`src/rtl/dot_engine_arbiter.sv`:
```
// Round-robin arbiter sharing one AXI4-Stream dot-product engine between two requesters.
// Define ARB_PERF_EN to add per-requester transaction counters and a wait-cycle counter.
//
// state | meaning
// IDLE  | no owner; pick a requester, no stream passes
// SEND  | owner's input frame streams to the engine, results routed back to owner
// DRAIN | input frame done; remaining result beats routed back to owner
module dot_engine_arbiter #(
  parameter int DATA_WIDTH     = 32,
  parameter int MAX_IDLE_GRANT = 0
) (
  input  logic                  aclk,
  input  logic                  aresetn,

  input  logic [DATA_WIDTH-1:0] S0_AXIS_TDATA,
  input  logic                  S0_AXIS_TLAST,
  input  logic                  S0_AXIS_TVALID,
  output logic                  S0_AXIS_TREADY,

  input  logic [DATA_WIDTH-1:0] S1_AXIS_TDATA,
  input  logic                  S1_AXIS_TLAST,
  input  logic                  S1_AXIS_TVALID,
  output logic                  S1_AXIS_TREADY,

  output logic [DATA_WIDTH-1:0] ENG_IN_AXIS_TDATA,
  output logic                  ENG_IN_AXIS_TLAST,
  output logic                  ENG_IN_AXIS_TVALID,
  input  logic                  ENG_IN_AXIS_TREADY,

  input  logic [DATA_WIDTH-1:0] ENG_OUT_AXIS_TDATA,
  input  logic                  ENG_OUT_AXIS_TLAST,
  input  logic                  ENG_OUT_AXIS_TVALID,
  output logic                  ENG_OUT_AXIS_TREADY,

  output logic [DATA_WIDTH-1:0] M0_AXIS_TDATA,
  output logic                  M0_AXIS_TLAST,
  output logic                  M0_AXIS_TVALID,
  input  logic                  M0_AXIS_TREADY,

  output logic [DATA_WIDTH-1:0] M1_AXIS_TDATA,
  output logic                  M1_AXIS_TLAST,
  output logic                  M1_AXIS_TVALID,
  input  logic                  M1_AXIS_TREADY,

`ifdef ARB_PERF_EN
  output logic [31:0]           XACT0_COUNT,
  output logic [31:0]           XACT1_COUNT,
  output logic [31:0]           WAIT_CYCLES,
`endif

  output logic                  BUSY,
  output logic                  GRANT
);

  typedef enum logic [1:0] {
    IDLE  = 2'd0,
    SEND  = 2'd1,
    DRAIN = 2'd2
  } state_t;

  state_t state;
  logic   grant_q;
  logic   prio_q;
  logic   in_done_q;
  logic   busy_q;
  logic   in_last_beat;
  logic   out_last_beat;
  logic   xact_done;

  if (MAX_IDLE_GRANT != 0) begin : g_cfg_check
    $error("dot_engine_arbiter: MAX_IDLE_GRANT is reserved and must be 0");
  end

  always_comb begin
    ENG_IN_AXIS_TDATA  = '0;
    ENG_IN_AXIS_TLAST  = 1'b0;
    ENG_IN_AXIS_TVALID = 1'b0;
    S0_AXIS_TREADY     = 1'b0;
    S1_AXIS_TREADY     = 1'b0;
    if (state == SEND) begin
      if (grant_q) begin
        ENG_IN_AXIS_TDATA  = S1_AXIS_TDATA;
        ENG_IN_AXIS_TLAST  = S1_AXIS_TLAST;
        ENG_IN_AXIS_TVALID = S1_AXIS_TVALID;
        S1_AXIS_TREADY     = ENG_IN_AXIS_TREADY;
      end else begin
        ENG_IN_AXIS_TDATA  = S0_AXIS_TDATA;
        ENG_IN_AXIS_TLAST  = S0_AXIS_TLAST;
        ENG_IN_AXIS_TVALID = S0_AXIS_TVALID;
        S0_AXIS_TREADY     = ENG_IN_AXIS_TREADY;
      end
    end
  end

  // Results may start coming back while the input frame is still streaming.
  always_comb begin
    M0_AXIS_TDATA       = '0;
    M0_AXIS_TLAST       = 1'b0;
    M0_AXIS_TVALID      = 1'b0;
    M1_AXIS_TDATA       = '0;
    M1_AXIS_TLAST       = 1'b0;
    M1_AXIS_TVALID      = 1'b0;
    ENG_OUT_AXIS_TREADY = 1'b0;
    if (state != IDLE) begin
      if (grant_q) begin
        M1_AXIS_TDATA       = ENG_OUT_AXIS_TDATA;
        M1_AXIS_TLAST       = ENG_OUT_AXIS_TLAST;
        M1_AXIS_TVALID      = ENG_OUT_AXIS_TVALID;
        ENG_OUT_AXIS_TREADY = M1_AXIS_TREADY;
      end else begin
        M0_AXIS_TDATA       = ENG_OUT_AXIS_TDATA;
        M0_AXIS_TLAST       = ENG_OUT_AXIS_TLAST;
        M0_AXIS_TVALID      = ENG_OUT_AXIS_TVALID;
        ENG_OUT_AXIS_TREADY = M0_AXIS_TREADY;
      end
    end
  end

  assign in_last_beat  = ENG_IN_AXIS_TVALID & ENG_IN_AXIS_TREADY & ENG_IN_AXIS_TLAST;
  assign out_last_beat = ENG_OUT_AXIS_TVALID & ENG_OUT_AXIS_TREADY & ENG_OUT_AXIS_TLAST;
  assign xact_done     = (state == DRAIN) & (out_last_beat | in_done_q);

  always_ff @(posedge aclk or negedge aresetn) begin
    if (!aresetn) begin
      state     <= IDLE;
      grant_q   <= 1'b0;
      prio_q    <= 1'b0;
      in_done_q <= 1'b0;
      busy_q    <= 1'b0;
    end else begin
      case (state)
        IDLE: begin
          if (S0_AXIS_TVALID | S1_AXIS_TVALID) begin
            grant_q <= (S0_AXIS_TVALID & S1_AXIS_TVALID) ? prio_q : S1_AXIS_TVALID;
            state   <= SEND;
            busy_q  <= 1'b1;
          end
        end
        SEND: begin
          if (out_last_beat) in_done_q <= 1'b1;
          if (in_last_beat)  state     <= DRAIN;
        end
        DRAIN: begin
          if (xact_done) begin
            state     <= IDLE;
            busy_q    <= 1'b0;
            prio_q    <= ~grant_q;
            in_done_q <= 1'b0;
          end
        end
        default: begin
          state  <= IDLE;
          busy_q <= 1'b0;
        end
      endcase
    end
  end

  assign BUSY  = busy_q;
  assign GRANT = grant_q;

`ifdef ARB_PERF_EN
  logic [31:0] xact0_q;
  logic [31:0] xact1_q;
  logic [31:0] wait_q;
  logic        wait0;
  logic        wait1;

  // A requester is waiting whenever it has TVALID up and is not the active owner.
  assign wait0 = S0_AXIS_TVALID & ~((state != IDLE) & ~grant_q);
  assign wait1 = S1_AXIS_TVALID & ~((state != IDLE) &  grant_q);

  always_ff @(posedge aclk or negedge aresetn) begin
    if (!aresetn) begin
      xact0_q <= '0;
      xact1_q <= '0;
      wait_q  <= '0;
    end else begin
      if (xact_done & ~grant_q) xact0_q <= xact0_q + 32'd1;
      if (xact_done &  grant_q) xact1_q <= xact1_q + 32'd1;
      if (wait0 | wait1)        wait_q  <= wait_q + 32'd1;
    end
  end

  assign XACT0_COUNT = xact0_q;
  assign XACT1_COUNT = xact1_q;
  assign WAIT_CYCLES = wait_q;
`endif

endmodule
```
`config.mk`:
```
export PLATFORM = sky130hd
export DESIGN_NAME = dot_engine_arbiter
export DESIGN_NICKNAME = d
export VERILOG_FILES = /design/src/rtl/dot_engine_arbiter.sv
export SDC_FILE = /design/constraint.sdc
export NUM_CORES = 1
export LEC_CHECK = 0
export BUFFER_PORTS_ARGS = -buffer_cell sky130_fd_sc_hd__buf_2
export CAP_MARGIN = 20
export CORE_AREA = 2 2 82 84
export DETAILED_ROUTE_END_ITERATION = 7
export DIE_AREA = 0 0 84 86
export PLACE_DENSITY_LB_ADDON = 0.15
export RECOVER_POWER = 50
export SLEW_MARGIN = 20
export SYNTH_ARGS = -nofsm -noshare
export SYNTH_HDL_FRONTEND = slang
export SYNTH_SLANG_ARGS = --single-unit
```
`constraint.sdc`:
```
create_clock -name aclk -period 3.3 [get_ports aclk]
set_input_delay 0.495 -clock aclk [delete_from_list [all_inputs] [get_ports aclk]]
set_output_delay 0.495 -clock aclk [all_outputs]
set_load 0.02 [all_outputs]
```
**After elaboration in Yosys (flattened, before gate mapping)**

Cells that the tools add are included.

- Flip-flop bits (word level): 6
- Input bits: 107
- Output and inout bits: 107
- Logic and storage cells: 63

- Eq/ne operators: 6
- Muxes and demuxes: 34
- Bitwise gates (word level): 10
- Reductions and logical operators: 8

Operators with widths:

| cell | count |
|---|---|
| $mux W32 | 6 |
| $mux W1 | 22 |
| $reduce_and A3 Y1 | 3 |
| $ne A2 B2 Y1 const B | 4 |
| $and A1 B1 Y1 | 6 |
| $mux W2 | 3 |
| $pmux W2 S3 | 1 |
| $reduce_and A2 Y1 | 2 |
| $reduce_bool A2 Y1 | 2 |
| $pmux W1 S3 | 1 |
| $eq A2 B1 Y1 const B | 1 |
| $eq A2 B2 Y1 const B | 1 |
| $logic_not A2 Y1 | 1 |
| $not A1 Y1 | 2 |
| $or A1 B1 Y1 | 2 |
| $pmux W1 S2 | 1 |

**Depth between registers and ports, before layout**

Gate-level depths: netlist of run 1.

- Word-level depth: 8
- Depth in mapped cells: 4
- Gate-level depth less buffers: 3

**Least setup slack after synthesis of run 1**

Ideal clock, no wire load.

- Path kind: register to output
- Start: reg grant_q, in the netlist GRANT
- End: out S0_AXIS_TREADY
- Arrival time: 1.371 ns
- Required time: 2.805 ns
- Path slack: 1.434 ns
- Stages on the path, launching flop included: 4
- Path buffers: 2
- Path through: dfrtp_1 > buf_6 > buf_2 > nor3_1

- Cells in the longest elaborated chain, start to end: 2

RTL lines:

| element | line | source |
|---|---|---|
| from (decl) | 62 | `logic grant_q;` |
| from (signal assigned) | 134 | `grant_q <= (S0_AXIS_TVALID & S1_AXIS_TVALID) ? prio_q : S1_AXIS_TVALID;` |
| $mux W1 | 81 | `if (grant_q) begin` |
| $mux W1 | 80 | `if (state == SEND) begin` |
| to (decl) | 18 | `output logic S0_AXIS_TREADY,` |

No other way between the ends.

**Final worst setup path of run 1**

- Start: reg grant_q, in the netlist GRANT
- End: out M0_AXIS_TDATA[7]

- Cells in the longest elaborated chain, start to end: 2

RTL lines:

| element | line | source |
|---|---|---|
| $mux W32 | 105 | `if (grant_q) begin` |
| $mux W32 | 104 | `if (state != IDLE) begin` |
| to (decl) | 35 | `output logic [DATA_WIDTH-1:0] M0_AXIS_TDATA,` |

No other way between the ends.

==> impl_metrics.ini, run 1 <==
[power]
combPwrFrac_pct = 88.8
netSwitchingPower_uw = 1400
p_leak_uw = 0.00147
vdd_drop_max_mv = 0.330
clkPwrFrac_pct = 5.3
swShare_pct = 61.6
power.density_nw_per_um2 = 943
sequentialPowerShare_pct = 5.9
internal-power_uw = 873

[routing]
drc = 0
drtIter0Drc = 34
ant_nets = 0
vias = 1956
wl_per_cell_um = 11.8
via_per_inst = 4.14
wl_um = 5590
dr.pass1.iters = 3

[critical_path]
regToRegSetupSlack_ns = 1.07
cp-end-kind = primary output
path_max_fanout = 39
arrival_ns = 2.28
crit_type = register to primary output
cp-start-kind = register
required_ns = 2.80

[finish]
final-seq-area_um2 = 151
area_growth_pct = 81.1
antenna_cells = 0
drive_above_1_share_pct = 44.9
multiInputGateArea_um2 = 1070
utilization_pct = 38.4
fin_nets = 504
final.fill_count = 705

[yosys]
synth_edf_count = 0
synthDistinctLibCells = 26
synthCells = 190
ys_ff_latch = 6
synthFlopType = dfrtp_1
synth.avg_cell_area_um2 = 7.01
netlist_area_um2 = 1330
synth.net_count = 297
yosys_warnings = 0
async_reset_ff_share_pct = 100
ys_seq_area_share_pct = 11.3

[timing]
max_slew.worst_pin.slew_ns = 1.19
slew_viol_final = 0
max_slew_margin_pct = 20.8
hold_viol = 0
period_share_pct = 84.1
tns_ns = 0
fmax_ghz = 0.360
fin_skew_ns = 0.00416
fin_crit_ns = 2.77
setup_viol_count_final = 0
grt_setup_unrepaired = no

[floorplan]
chipWidth_um = 84
start_util_pct = 21.2
num_io_pins = 214
core_um2 = 6280
die_area_um2 = 7220
fp.dieH_um = 86
rows = 29

[grt]
antenna_found_initial = 0
grt_max_degree = 40
overflow = 0
grt_pass1_vias = 1729
track_usage_pct = 13.8
grt_pass1_wl_um = 8250

[cts]
cts_tree = built
cts_sinks = 6
cts_buffers = 3
ctsResizeCount = 0
htreeDepth = 1
clkTransAtPathRegs_ns = 0.04
cts_max_path_buffers = 2
insertion_delay_ns = 0.23
cts_setup_buffers = 0
root_buffer = clkbuf_8
cts_hold_buffers = 0

[place]
globalplace.congestion = 0.804
dp_hpwl_um = 4660
numPortBuffers = 213

[min_path]
worstHoldPathType = primary input to asynchronous set/reset pin

[flow_run]
cap_violations = 0

[status]
status = completed
-- metrics by stage --
stage                     std cells  setup slack [ns]  total power [µW]  area, µm²  hold slack [ns]
after global routing            473             0.364              2460       2410            0.184
after global placement          469              1.11              2250       2440            0.332
after detailed placement        469              1.07              2240       2440            0.335
after CTS                       473             0.820              2370       2480           0.0890
after floorplan                 190              1.43              1610       1330            0.199
final                           473             0.526              2270       2410            0.151
-- layout by cell type, fill, tap and decap left out, types with 3 or more instances in the layout --
| cell | instances |
|---|---|
| buf_2 | 168 |
| and2_1 | 68 |
| clkbuf_1 | 46 |
| nor2_1 | 36 |
| mux2i_1 | 34 |
| dfrtp_1 | 5 |
| inv_1 | 4 |
| nor3_1 | 4 |
| nand2b_1 | 3 |
| nand2_1 | 3 |
| clkbuf_8 | 3 |
-- power groups by stage --
stage | registers, µW | clock network, µW | logic, µW
after floorplan | 144 | 0 | 1470
after global placement | 132 | 0 | 2120
after detailed placement | 134 | 0 | 2110
after CTS | 133 | 124 | 2110
final | 134 | 122 | 2020
after global routing | 139 | 129 | 2190
-- routing by layer --
| metal | part of all wire (%) | up-vias | global-route usage, % |
|---|---|---|---|
| met4 | 0.48 | 0 | 1.76 |
| li1 | - | 1027 | - |
| met1 | 39 | 815 | 15.4 |
| met2 | 52 | 111 | 27.3 |
| met3 | 8.6 | 3 | 2.89 |
| met5 | 0 | - | 0 |
-- cell families after synthesis --
kind of cell | Yosys count | share of synthesized area, %
multiplexers | 35 | 26.4
AND/OR/NAND/NOR | 118 | 48.4
flip-flops | 6 | 11.3
buffers and inverters | 19 | 7.52
AO/OA/AOI/OAI | 12 | 6.39
-- state kept, by name (all words and copies together), names as in the netlist --
register,flops
GRANT,1
state,2
prio_q,1
BUSY,1
in_done_q,1
-- cells in the mapped netlist, types with 2 or more instances --
library cell / n / area (µm²)
dfrtp_1: 6 / 150
o21bai_1: 2 / 15.0
nor2_1: 35 / 131
and2_1: 68 / 425
nand2_1: 3 / 11.3
mux2i_1: 34 / 340
nor2_2: 3 / 18.8
buf_2: 11 / 55.1
nor3_1: 4 / 20.0
nand2b_1: 3 / 18.8
buf_4: 2 / 15.0
inv_1: 4 / 15.0
a21oi_1: 2 / 10.0
-- critical path, stage by stage (launching register included) --
cell	delay, ns
dfrtp_2	0.39
clkbuf_2	0.65
nor2_1	0.29
buf_4	0.29
and2_1	0.16
clkbuf_1	0.23
-- path summary, 6_finish.rpt --
check	startpoint	to	depth (start not counted)
setup / recovery	GRANT$_DFFE_PN0P_	M0_AXIS_TDATA[7]	5
hold / removal	aresetn	state[1]$_DFFE_PN0P_	1
setup reg to reg	GRANT$_DFFE_PN0P_	BUSY$_DFFE_PN0P_	4
hold reg to reg	prio_q$_DFFE_PN0P_	prio_q$_DFFE_PN0P_	2
max in group asynchronous	aresetn	GRANT$_DFFE_PN0P_	1
min in group aclk	S0_AXIS_TVALID	GRANT$_DFFE_PN0P_	2
-- cell type report --
type	count	area share, %
Inverter	5	0.778
Multi-Input combinational cell	165	44.5
Timing Repair Buffer	216	42.6
Sequential cell	6	6.28
Tap cell	77	4.00
Clock buffer	4	1.87
No activity file was read; power rests on OpenSTA's default activity.
==> run 2, diff against run 1 <==
--- a/config.mk
+++ b/config.mk
@@ -5,6 +5,7 @@
 export SDC_FILE = /design/constraint.sdc
 export NUM_CORES = 1
 export LEC_CHECK = 0
+export ABC_AREA = 1
 export BUFFER_PORTS_ARGS = -buffer_cell sky130_fd_sc_hd__buf_2
 export CAP_MARGIN = 20
 export CORE_AREA = 2 2 82 84
==> constraint.sdc (replaced) <==
create_clock -name aclk -period 2.45 [get_ports aclk]
set_input_delay 0.3675 -clock aclk [delete_from_list [all_inputs] [get_ports aclk]]
set_output_delay 0.3675 -clock aclk [all_outputs]
set_load 0.02 [all_outputs]
==> run 2 against run 1 <==
  * Global-route usage up 1.6 points
  * Critical path depth down 1
  * Design area fell by 1.6%
  * Non-clock buffer count stayed put
  * Hold slack improved by 0.32 ns
  * Area after synthesis grew 2.0%
  * Sequential power grew 19%
  * Critical path type unchanged
==> impl_metrics.ini, run 2 <==
[finish]
largest-register = state
utilization_pct = 37.8
largest_register_ffs = 2
fin_nets = 579
area_growth_pct = 74.7
instances_no_fill = 547
final.fill_count = 739
layout_commonest_cell = buf_2
layout_common_cells = 169 x buf_2, 78 x nand2_1, 70 x nor2_1, 44 x clkbuf_1, 42 x inv_1
drive_above_1_share_pct = 39.4
antenna_cells = 0

[place]
numPortBuffers = 213
globalplace.congestion = 0.813
dp.cells = 543
dp_slack_ns = 0.630
dp_hpwl_um = 5030

[timing]
max_slew_margin_pct = 55.1
max_slew.worst_pin.slew_ns = 0.672
setup_ws_ns = 0.421
slew_viol_final = 0
period_share_pct = 82.8
hold_viol = 0
grt_setup_unrepaired = no
setup_viol_count_final = 0
fin_skew_ns = 0.00138
fmax_ghz = 0.493
tns_ns = 0
fin_crit_ns = 2.03

[routing]
via_per_inst = 4.20
dr.pass1.iters = 4
wl_per_cell_um = 11.3
wl_um = 6200
drtIter0Drc = 54
drc = 0
vias = 2298
ant_nets = 0

[critical_path]
path_cells = inv_1 > nand2_4 > nor2_1 > buf_2
crit_type = register to primary output
cp-end-kind = primary output
path_max_fanout = 34
cp_slowest_stage_delay_ns = 0.39
path_buf_inv = 2
path_delay_family = buffers and inverters
arrival_ns = 1.66
required_ns = 2.08
r2r-start = GRANT$_DFFE_PN0P_
r2r_cells = 7
crit_slowest_cell = inv_1
cp-start-kind = register
regToRegSetupSlack_ns = 0.87
critPathLaunch = GRANT$_DFFE_PN0P_
rr_endpoint = state[0]$_DFFE_PN0P_

[yosys]
synthCells = 268
yosys-top-cells-area = nand2_1 21%, nor2_1 19%, a21oi_1 13%
yosys_warnings = 0
synth.avg_cell_area_um2 = 5.07
yosysTopAreaCellShare_pct = 21.3
synthDistinctLibCells = 21
ys_seq_area_share_pct = 11.1
synthFlopType = dfrtp_1
async_reset_ff_share_pct = 100
synth_top_area_cell = nand2_1
synth_edf_count = 0
synth_most_common_cell = nand2_1
ys_ff_latch = 6
synth.net_count = 375
ys_top_cells_by_count = 77 x nand2_1, 69 x nor2_1, 42 x inv_1
netlist_area_um2 = 1360

[cts]
cts_buffers = 3
cts_max_path_buffers = 2
clkTransAtPathRegs_ns = 0.04
cts_sinks = 6
cts_tree = built
cts_setup_buffers = 0
htreeDepth = 1
root_buffer = clkbuf_8
insertion_delay_ns = 0.22

[floorplan]
start_util_pct = 21.6
rows = 29
num_io_pins = 214
die_area_um2 = 7220
core_um2 = 6280
chipWidth_um = 84
fp.dieH_um = 86

[status]
status = completed

[grt]
grt_pass1_vias = 2007
grt_max_degree = 40
track_usage_pct = 15.3
grt_pass1_wl_um = 9330
antenna_found_initial = 0
overflow = 0

[min_path]
worstHoldPathType = register to register
hold_path_depth = 2
hold_path_end = BUSY$_DFFE_PN0P_
min_from = BUSY$_DFFE_PN0P_

[power]
power.total_uw = 2800
power.density_nw_per_um2 = 1180
vdd_drop_max_mv = 0.492
p_leak_uw = 0.00153

[flow_run]
cap_violations = 0
run 2: changes by cell type after synthesis, sizes merged, moves of 33 or more:
| cell | previous run | this run |
|---|---|---|
| mux2i | 34 | 0 |
| nand2 | 3 | 83 |
| and2 | 68 | 0 |
| nor2 | 38 | 71 |
| a21oi | 2 | 36 |
| inv | 5 | 45 |
run 2: worst max path at each step:
stage	endpoint	slack, ns	cells past startpoint
6_report	M0_AXIS_TDATA[6]	0.42	4
5_1_grt	M0_AXIS_TDATA[9]	0.19	4
4_1_cts	M0_AXIS_TDATA[14]	0.40	4
3_5_place_dp	M0_AXIS_TDATA[14]	0.63	4
3_3_place_gp	M1_AXIS_TDATA[25]	0.68	4
2_1_floorplan	S1_AXIS_TREADY	0.72	4
run 2: kinds of logic (layout without fill, tap and decap cells):
logic type / after synthesis / count (layout) / synth area share (%)
flops: 6 / 6 / 11.1
buf+inv: 62 / 264 / 23.2
simple gates: 159 / 159 / 48.7
compound gates: 41 / 41 / 17.0
run 2: area by class of cell:
type | instances | area, µm² | area share [%]
Multi-Input combinational cell | 200 | 865 | 36.4
Tap cell | 77 | 96.3 | 4.06
Clock buffer | 3 | 41.3 | 1.74
Inverter | 45 | 171 | 7.23
Timing Repair Buffer | 216 | 1050 | 44.2
Sequential cell | 6 | 150 | 6.33
run 2: per-stage QoR:
stage          cell area (µm²)  hold WS, ns
2_1_floorplan             1360       0.0719
3_3_place_gp              2410        0.197
3_5_place_dp              2410        0.197
4_1_cts                   2460        0.433
5_1_grt                   2370        0.485
6_report                  2370        0.469
run 2: report_power, final:
part,switching [µW],internal [µW],total [µW],leakage [µW]
combinational,1800,699,2490,0.00144
clock,42.5,106,148,0.0000216
sequential,21.9,138,160,0.0000714
total,1860,943,2800,0.00153
run 2: worst min-delay path, stage by stage (launching register included):
cell     delay (ns)
dfrtp_1        0.34
nand2_1        0.06
nand2_1        0.04
run 2: what timing repair did:
action / in CTS / in global routing
hold buffers: 1 / 0
gates resized for setup: 0 / 0
hold endpoints to repair: 6 / 0
setup endpoints to repair: 0 / 0
run 2: routing by layer:
layer  vias up  GRT usage, %  share of wire (%)
met5         -             0                  0
li1       1201             -                  -
met3         4          3.46                9.9
met4         0          2.79               0.66
met2       144          30.4                 51
met1       949          16.7                 38
==> run 3, diff against run 2 <==
==> constraint.sdc (replaced) <==
create_clock -name aclk -period 1.82 [get_ports aclk]
set_input_delay 0.273 -clock aclk [delete_from_list [all_inputs] [get_ports aclk]]
set_output_delay 0.273 -clock aclk [all_outputs]
set_load 0.02 [all_outputs]
==> run 3 against run 2 <==
  * Global-route usage grew 0.16 points
  * Total power grew 38%
  * Final cell count grew 0.18%
  * Wire length grew 0.84%
  * Critical endpoint is now M0_AXIS_TDATA[28]
==> impl_metrics.ini, run 3 (same netlist as run 2, synthesis figures left out) <==
[grt]
grt_pass1_wl_um = 9460
grt_max_degree = 40
grt_pass1_vias = 2100
overflow = 0
track_usage_pct = 15.5
antenna_found_initial = 0

[cts]
ctsResizeCount = 0
insertion_delay_ns = 0.22
cts_tree = built
cts_buffers = 3
cts_sinks = 6
root_buffer = clkbuf_8
cts_max_path_buffers = 2
cts_setup_buffers = 0
clkTransAtPathRegs_ns = 0.04
htreeDepth = 1

[finish]
utilization_pct = 38.9
multiInputGateArea_um2 = 873
drive_above_1_share_pct = 46.7
final-seq-area_um2 = 150
antenna_cells = 0
layout_common_cells = 201 x buf_2, 78 x nand2_1, 69 x nor2_1, 42 x inv_1, 35 x a21oi_1
layout_commonest_cell = buf_2
largest_register_ffs = 2
largest-register = state
fin_nets = 580
stdcell_area_um2 = 2440
final.fill_count = 712
area_growth_pct = 80.0

[place]
dp_slack_ns = 0.273
dp_hpwl_um = 5120
numPortBuffers = 213
postPlaceCellArea_um2 = 2430
globalplace.congestion = 0.816

[timing]
max_slew.worst_pin.slew_ns = 0.384
max_slew_margin_pct = 74.4
whs_ns = 0.326
setup_ws_ns = 0.0383
fin_crit_ns = 1.78
slew_viol_final = 0
fmax_ghz = 0.561
period_share_pct = 97.9
setup_viol_count_final = 0
fin_skew_ns = 0.00280
grt_setup_unrepaired = yes
hold_viol = 0

[critical_path]
cp_slowest_stage_delay_ns = 0.42
path_delay_family = simple AND/OR/NAND/NOR gates
crit_slowest_cell = dfrtp_1
required_ns = 1.55
r2r_cells = 9
rr_endpoint = prio_q$_DFFE_PN0P_
r2r-start = GRANT$_DFFE_PN0P_
regToRegSetupSlack_ns = 0.41
path_cells = nor2_2 > inv_4 > nand2_4 > nor2_1 > buf_2
cp-end-kind = primary output
cp.depth = 5
crit_type = register to primary output
arrival_ns = 1.51
cp-start-kind = register
path_buf_inv = 2
path_max_fanout = 34

[min_path]
hold_path_end = state[1]$_DFFE_PN0P_
min_from = ENG_IN_AXIS_TREADY
worstHoldPathType = primary input to register
hold_path_depth = 3

[routing]
wl_um = 6250
drc = 0
wl_per_cell_um = 11.4
via_per_inst = 4.23
ant_nets = 0
dr.pass1.iters = 4
drtIter0Drc = 49
vias = 2318

[power]
power.density_nw_per_um2 = 1590
p_leak_uw = 0.00167
power.total_uw = 3880
vdd_drop_max_mv = 0.648

[flow_run]
cap_violations = 0

[floorplan]
core_um2 = 6280
chipWidth_um = 84
rows = 29
fp.dieH_um = 86
die_area_um2 = 7220
start_util_pct = 21.6
num_io_pins = 214

[status]
status = completed
## run 3: cell types whose count changed in the layout (fill, tap and decap cells not counted), sizes merged
cell	change
buf	+33
clkbuf	-32
## run 3: power breakdown
group	total (µW)	internal (µW)	leakage (µW)	switching, µW
clock	202	142	0.0000216	59.4
combinational	3450	1030	0.00157	2420
sequential	224	186	0.0000714	37.9
total	3880	1360	0.00167	2520
## run 3: worst min-delay path, delay by kind of cell
kind          cells  cell delay, ns
simple gates      2            0.13
buf+inv           1            0.11
## run 3: worst max path at each step
| stage | from | endpoint | slack (ns) |
|---|---|---|---|
| floorplan | GRANT$_DFFE_PN0P_ | S1_AXIS_TREADY | 0.19 |
| finish | state[1]$_DFFE_PN0P_ | M0_AXIS_TDATA[28] | 0.04 |
| detailed placement | state[1]$_DFFE_PN0P_ | M1_AXIS_TDATA[8] | 0.27 |
| global placement | GRANT$_DFFE_PN0P_ | M0_AXIS_TDATA[28] | 0.27 |
| CTS | state[1]$_DFFE_PN0P_ | M1_AXIS_TDATA[31] | 0.03 |
| global route | GRANT$_DFFE_PN0P_ | M0_AXIS_TVALID | -0.08 |
## run 3: timing repair
| action | in CTS | in global routing |
|---|---|---|
| hold endpoints to repair | 6 | 0 |
| setup endpoints to repair | 0 | 68 |
| hold buffers | 1 | 0 |
## run 3: layout make-up
type	instances	area share, %
timing repair buffer	217	45.4
multi-input combinational	200	35.7
inverter	45	7.12
sequential	6	6.14
tap	77	3.94
clock buffer	3	1.69
## run 3: metal layers
metal,vias up,part of all wire (%),global-route usage [%]
met2,148,52,31.3
li1,1200,-,-
met1,966,38,17.1
met3,4,9.1,2.50
met4,0,0.61,2.64
met5,-,0,0
## run 3: metrics by stage
step | std cells | TNS [ns]
6_report | 548 | 0
4_1_cts | 548 | 0
3_3_place_gp | 544 | 0
5_1_grt | 548 | -3.06
3_5_place_dp | 544 | 0
2_1_floorplan | 268 | 0
